`config.mk`:
```
export PLATFORM = sky130hd
export DESIGN_NAME = pbit_sweep_scheduler
export DESIGN_NICKNAME = d
export VERILOG_FILES = /design/src/rtl/pbit_sweep_scheduler.sv
export SDC_FILE = /design/constraint.sdc
export NUM_CORES = 1
export LEC_CHECK = 0
export ABC_AREA = 1
export BUFFER_PORTS_ARGS = -buffer_cell sky130_fd_sc_hd__buf_2
export CAP_MARGIN = 10
export CORE_MARGIN = 2
export CORE_UTILIZATION = 45
export CTS_CLUSTER_DIAMETER = 50
export DETAILED_ROUTE_END_ITERATION = 10
export PLACE_DENSITY_LB_ADDON = 0.12
export SYNTH_ARGS = -nofsm -noshare
export SYNTH_HDL_FRONTEND = slang
export SYNTH_SLANG_ARGS = --single-unit
```
`constraint.sdc`:
```
create_clock -name CLK -period 3.8 [get_ports CLK]
set_input_delay 0.19 -clock CLK [delete_from_list [all_inputs] [get_ports CLK]]
set_output_delay 0.19 -clock CLK [all_outputs]
set_load 0.005 [all_outputs]
```
`src/rtl/pbit_sweep_scheduler.sv`:
```
// pbit_sweep_scheduler: round-robin Gibbs update sequencer with burn-in and per-sweep sample strobes.
// Outputs are registered one cycle behind the internal phase/select counters.
module pbit_sweep_scheduler #(
    parameter int N_PBITS        = 5,
    parameter int CYC_PER_UPDATE = 3,
    parameter int SAMP_W         = 16,
    parameter int BURN_W         = 8,
    localparam int SW = N_PBITS > 1 ? $clog2(N_PBITS) : 1,
    localparam int PW = CYC_PER_UPDATE > 1 ? $clog2(CYC_PER_UPDATE) : 1
) (
    input  logic              CLK,
    input  logic              RST,
    input  logic              start,
    input  logic              stop,
    input  logic [SAMP_W-1:0] n_samples,
    input  logic [BURN_W-1:0] burnin,
    output logic [SW-1:0]     sel,
    output logic [PW-1:0]     phase,
    output logic [N_PBITS-1:0] upd_en,
    output logic              sweep_done,
    output logic              sample_valid,
    output logic [SAMP_W-1:0] sweep_count,
    output logic              busy,
    output logic              done
);
    typedef enum logic [1:0] {IDLE, BURN, SAMPLE, FINISH} state_t;
    localparam logic [PW-1:0] PMAX = PW'(CYC_PER_UPDATE - 1);
    localparam logic [SW-1:0] SMAX = SW'(N_PBITS - 1);

    state_t st, nxt;
    logic [PW-1:0] ph;
    logic [SW-1:0] sl;
    logic [SAMP_W-1:0] n_l, samp;
    logic [SAMP_W:0] samp_inc;
    logic [BURN_W-1:0] burn_l;
    logic stop_f, accept, halt, run, run_n, go, commit, eos;

    always_ff @(posedge CLK) begin
        if (RST) st <= IDLE;
        else     st <= nxt;
    end

    // State decisions are taken in the cycle sweep_done is visible, so they line up with the registered outputs.
    always_comb begin
        accept   = st == IDLE && start && !stop;
        halt     = stop_f || stop;
        samp_inc = {1'b0, samp} + {{SAMP_W{1'b0}}, 1'b1};
        nxt      = st;
        case (st)
            IDLE:    nxt = accept ? (burnin != '0 ? BURN : SAMPLE) : IDLE;
            BURN:    nxt = !sweep_done ? BURN : halt ? FINISH :
                           sweep_count == SAMP_W'(burn_l) ? SAMPLE : BURN;
            SAMPLE:  nxt = sweep_done && (halt || (n_l != '0 && samp_inc == {1'b0, n_l})) ? FINISH : SAMPLE;
            default: nxt = IDLE;
        endcase
        run    = st == BURN || st == SAMPLE;
        run_n  = nxt == BURN || nxt == SAMPLE;
        go     = run && run_n;
        commit = go && ph == PMAX;
        eos    = commit && sl == SMAX;
    end

    always_ff @(posedge CLK) begin
        if (RST) begin
            ph           <= '0;
            sl           <= '0;
            phase        <= '0;
            sel          <= '0;
            upd_en       <= '0;
            sweep_done   <= 1'b0;
            sweep_count  <= '0;
            sample_valid <= 1'b0;
            samp         <= '0;
            stop_f       <= 1'b0;
            busy         <= 1'b0;
            done         <= 1'b0;
            n_l          <= '0;
            burn_l       <= '0;
        end else begin
            ph           <= go ? (ph == PMAX ? '0 : ph + PW'(1)) : '0;
            sl           <= !go ? '0 : ph != PMAX ? sl : sl == SMAX ? '0 : sl + SW'(1);
            phase        <= go ? ph : '0;
            sel          <= go ? sl : '0;
            upd_en       <= commit ? N_PBITS'(1) << sl : '0;
            sweep_done   <= eos;
            sweep_count  <= accept ? '0 : eos && ~&sweep_count ? sweep_count + SAMP_W'(1) : sweep_count;
            sample_valid <= st == SAMPLE && sweep_done;
            samp         <= accept ? '0 : st == SAMPLE && sweep_done ? samp_inc[SAMP_W-1:0] : samp;
            stop_f       <= run && halt;
            busy         <= run_n;
            done         <= st == FINISH;
            n_l          <= accept ? n_samples : n_l;
            burn_l       <= accept ? burnin : burn_l;
        end
    end
endmodule

```
* Word level (Yosys, flattened, before mapping)
Cells that the tools add are included.
** Cells by class
- $add $sub $neg :: 4
- Equality and inequality tests :: 10
- Shift operators :: 1
- Muxes and demuxes :: 8
- Bitwise operators :: 2
- Reductions and logical operators :: 24
** Operators with widths (count)
- $add A16 B1 Y17 const B :: 1
- $eq A17 B16 Y1 :: 1
- $add A16 B1 Y16 const B :: 1
- $eq A16 B8 Y1 :: 1
- $reduce_and A16 Y1 :: 1
- $reduce_bool A16 Y1 :: 1
- $logic_and A1 B1 Y1 :: 10
- $mux W2 :: 5
- $eq A2 B2 Y1 const B :: 4
- $reduce_bool A8 Y1 :: 1
- $pmux W2 S3 :: 1
- $reduce_or A2 Y1 :: 3
- $shl A1 B3 Y5 const A :: 1
- $eq A2 B1 Y1 const B :: 2
- $logic_or A1 B1 Y1 :: 4
- $add A3 B1 Y3 const B :: 1
- $eq A3 B3 Y1 const B :: 1
- $mux W3 :: 1
- $reduce_or A3 Y1 :: 1
- $add A2 B1 Y2 const B :: 1
- $logic_not A1 Y1 :: 2
- $logic_not A2 Y1 :: 1
- $ne A2 B2 Y1 const B :: 1
- $not A1 Y1 :: 2
- $mux W1 :: 1
** Storage, ports and cells
- Flip-flop bits (word level) :: 78
- Input bits :: 28
- Output and inout bits :: 30

* Longest topological paths before layout
- Word-level depth :: 13
- Mapped depth :: 20
- Gate-level depth less buffers :: 20

* Least setup slack after synthesis
Ideal clock, no wire load.
- Path kind :: reg2reg
- From :: register samp[0]
- To :: register sweep_count[1]
- Library setup time :: 0.113 ns
- Arrival :: 2.210 ns
- Path slack :: 1.477 ns
- Stages on the path, launching flop included :: 20
- Clock period less this slack :: 2.323 ns
- Cell sequence :: dfxtp_1 -> ha_1 -> nand3_1 -> nor2_1 -> nand2_1 -> nand2_1 -> nand2_1 -> nand2_1 -> nand2_1 -> nor2_1 -> nand3_1 -> o21ai_1 -> nand2_1 -> nand2_2 -> nand3_4 -> nand2_4 -> nand3_4 -> buf_6 -> nor2_1 -> nor2_1
** Between the ends
- Word-level cells in the longest chain between the ends :: 13
** Ends and longest elaborated chain
- from (decl) :: RTL line 33 : logic [SAMP_W-1:0] n_l, samp;
- from (signal assigned) :: RTL line 88 : samp <= accept ? '0 : st == SAMPLE && sweep_done ? samp_inc[SAMP_W-1:0] : samp;
- $add A16 B1 Y17 (*) :: RTL line 47 : samp_inc = {1'b0, samp} + {{SAMP_W{1'b0}}, 1'b1};
- $eq A17 B16 Y1 (*) :: RTL line 53 : SAMPLE: nxt = sweep_done && (halt || (n_l != '0 && samp_inc == {1'b0, n_l})) ? FINISH : SAMPLE;
- $logic_and A1 B1 Y1 (*) :: RTL line 53
- $logic_or A1 B1 Y1 (*) :: RTL line 53
- $logic_and A1 B1 Y1 (*) :: RTL line 53
- $mux W1 (*) :: RTL line 53
- $pmux W2 S3 (*) :: RTL line 49 : case (st)
- $eq A2 B1 Y1 / $eq A2 B2 Y1 (equally long branches) :: RTL line 57 : run_n = nxt == BURN || nxt == SAMPLE;
- $logic_or A1 B1 Y1 (*) :: RTL line 57
- $logic_and A1 B1 Y1 (*) :: RTL line 58 : go = run && run_n;
- $logic_and A1 B1 Y1 (*) :: RTL line 59 : commit = go && ph == PMAX;
- $logic_and A1 B1 Y1 (*) :: RTL line 60 : eos = commit && sl == SMAX;
- $logic_and A1 B1 Y1 (*) :: RTL line 86 : sweep_count <= accept ? '0 : eos && ~&sweep_count ? sweep_count + SAMP_W'(1) : sweep_count;
- to (signal assigned) :: RTL line 86
- to (decl) :: RTL line 22 : output logic [SAMP_W-1:0] sweep_count,
Mark *: on every way between the ends. The rest lies on a longest branch, timed or not.
A chain may end at the register's enable or synchronous reset.

* Worst setup path after layout
- From :: register samp[0]
- To :: register sweep_count[7]
The elaborated chain is that of the path after synthesis.

==> reports/results.tsv <==
stage	metric	value	unit
outcome	result of the run	finished, final reports clean	
clock_tree	latest clock arrival within the worst-skew pair	0.36	ns
setup_path	CP max stage cell	dfxtp_1	
sta	endpoints failing setup	0	
sta	slew margin rel.	46.9	%
setup_path	Buf/Inv on CP	0	
floorplanning	Initial Utilization	45.7	%
layout	layout cells sized above 1	14.1	%
routing	post-DR vias/cell	5.20	
routing	routed len/inst	13.5	um
floorplanning	Core Box Area	9110	sq um
grt	first-pass GRT wire length	17700	um
yosys	Syn Area/Cell	6.85	sq um
layout	Fill cells	960	
setup_path	Critical Path RT	4.00	ns
routing	DR pass1 iterations	4	
routing	initial drt markers	129	
layout	Seq. cell area	1560	sq um
layout	Final Net Count	701	
sta	Tightest Pin Transition	0.795	ns
place	DP Area	4540	sq um
sta	Fmax	0.354	GHz
floorplanning	die area	10000	sq um
floorplanning	die extent in y	100	um
grt	GRT overflow	0	
sta	fin crit period	2.83	ns
clock_tree	clk buf depth	2	
sta	Fin. Hold Viols	0	
run	max_cap viols	0	
grt	initial antenna violation count	0	
clock_tree	number of setup buffers added after CTS	0	
yosys	sequential fraction of the synthesis area	37.5	%
setup_path	Max stage delay on crit path	0.44	ns
grt	largest net degree at the start of global routing	43	
hold_path	worst hold path type	primary input to register	
routing	number of remaining DRC errors	0	
clock_tree	CTS tree	built	
setup_path	cell family with most CP delay	simple AND/OR/NAND/NOR gates	
clock_tree	depth of the CTS H-tree	3	
clock_tree	Root Buffer	clkbuf_8	
clock_tree	Resized cells post-CTS	0	
setup_path	most used cell, CP	nand2_1	
place	gpl congestion	0.893	
clock_tree	CTS buffer count	9	
floorplanning	row count	35	
setup_path	CP Launch Type	register	
setup_path	Critical Path AT	3.03	ns
routing	overall routed net length	10500	um
layout	ANT cells	0	
floorplanning	DIE WIDTH	100	um
pwr	Tot Pwr	1640	uW
pwr	Worst VDD drop	158	uV
clock_tree	Sink Count	78	
layout	commonest non-fill, non-tap cell in the layout	nand2_1	
setup_path	crit end category	register	
sta	Slew Limit Fails	0	
place	HPWL Detailed	7860	um
setup_path	CP cell instances	ha_1 > nand3_1 > nor2_1 > nand2_1 > nand2_1 > nand2_1 > nand2_1 > nand2_1 > nor2_1 > nand3_1 > o21ai_1 > nand2_1 > nand2_2 > nand3_4 > nand2_4 > nand3_4 > nand2_1 > a21oi_1	
clock_tree	Post-CTS Hold Buffers	0	
pwr	power density cells	345	nW/um^2
yosys	Gate Count Post-Synth	608	
sta	setup total negative slack	0	ns
yosys	Syn. warnings	0	
layout	most frequent cells in the layout	nand2_1, inv_1, dfxtp_1	
clock_tree	Reg clk slew, reported paths	0.09	ns
sta	Final WS setup	0.974	ns
routing	vias post-DR	4057	
place	port buffer count	57	
yosys	#FFs+latches synth	78	
layout	cell area after layout	4750	sq um
sta	fin crit share	74.4	%
routing	Final ANT Viol Nets	0	
setup_path	critical path fanouts, max	18	
floorplanning	I/O pins	58	
pwr	P_leak	0.00208	uW
sta	RSZ-0062 raised after global routing	no	
layout	multi-input logic area	2230	sq um
place	Setup WS pre-CTS	1.03	ns
yosys	synthesized area	4160	sq um
grt	total track usage	22.2	%
sta	skew final	0.0159	ns
yosys	post-synth net total	645	
layout	synth-to-layout area growth	14.0	%
yosys	Cell variety after synth	29	
setup_path	Setup CP Type	register to register	
grt	number of global-route vias before repair	3907	
-- power by group --
group / switching [uW] / internal [uW] / leakage (uW) / total, uW
Sequential: 12.4 / 837 / 0.000633 / 849
Clock: 344 / 311 / 0.0000982 / 655
Combinational: 86.0 / 47.9 / 0.00135 / 134
-- kinds of logic after synthesis --
group | count (synthesis) | synth area share (%)
AO/OA/AOI/OAI | 89 | 11.4
XOR/XNOR | 21 | 4.42
buffers and inverters | 96 | 9.01
adder cells (fa/ha/maj) | 9 | 2.70
AND/OR/NAND/NOR | 315 | 34.9
flip-flops | 78 | 37.5
-- state kept, by name, indices dropped and copies added (netlist names), 3 cells and up --
name	cells
n_l	16
samp	16
sweep_count	16
burn_l	8
upd_en	5
sel	3
sl	3
-- routing by layer --
| layer | up-vias | track usage, % | part of all wire (%) |
|---|---|---|---|
| li1 | 2105 | - | - |
| met1 | 1847 | 27.0 | 44 |
| met2 | 83 | 38.3 | 50 |
| met3 | 22 | 3.76 | 3.9 |
| met4 | 0 | 9.91 | 2.4 |
| met5 | - | 0 | 0 |
-- metrics by stage --
| step | instances | util [%] | hold slack, ns |
|---|---|---|---|
| after floorplan | 608 | - | 0.325 |
| after global placement | 764 | 49.9 | 0.405 |
| after detailed placement | 764 | 49.9 | 0.411 |
| after CTS | 780 | 52.1 | 0.0396 |
| after global routing | 780 | 52.1 | 0.0476 |
| final | 780 | 52.1 | 0.0480 |
-- cell usage after synthesis (all sizes together) --
cell	instances	area (sq um)
a21oi	45	236
a31oi	1	6.26
buf	2	22.5
clkbuf	14	52.6
clkinv	1	3.75
dfxtp	78	1560
ha	9	113
inv	79	297
nand2	125	487
nand3	58	315
nand4	34	219
nor2	79	329
nor3	15	80.1
nor4	2	12.5
o211ai	6	45.0
o21a	1	7.51
o21ai	36	180
or2	2	12.5
xnor2	2	17.5
xor2	19	166
-- final cells by class --
cell class                      instances  area share (%)
Timing Repair Buffer                   61            6.64
Inverter                               80            6.33
Clock buffer                            9            2.61
Multi-Input combinational cell        434            46.9
Sequential cell                        78            32.9
Tap cell                              111            2.93
Clock inverter                          7            1.66
-- path summary, 6_finish.rpt --
check	start	slack (ns)	depth (start not counted)	endpoint
worst max-delay path	samp[0]	0.97	18	sweep_count[7]
worst max register to register	samp[0]	0.97	18	sweep_count[7]
worst min-delay path	n_samples[4]	0.05	3	n_l[4]
worst min register to register	ph[0]	0.42	1	ph[0]
-- worst reg2reg max path: cells and delay by family (launching register included) --
| kind | cells | cell delay [ns] |
|---|---|---|
| AND/OR/NAND/NOR | 15 | 1.80 |
| adder cells (fa/ha/maj) | 1 | 0.23 |
| AO/OA/AOI/OAI | 2 | 0.19 |
| flip-flops | 1 | 0.44 |
Power figures use the tool's default switching activity.
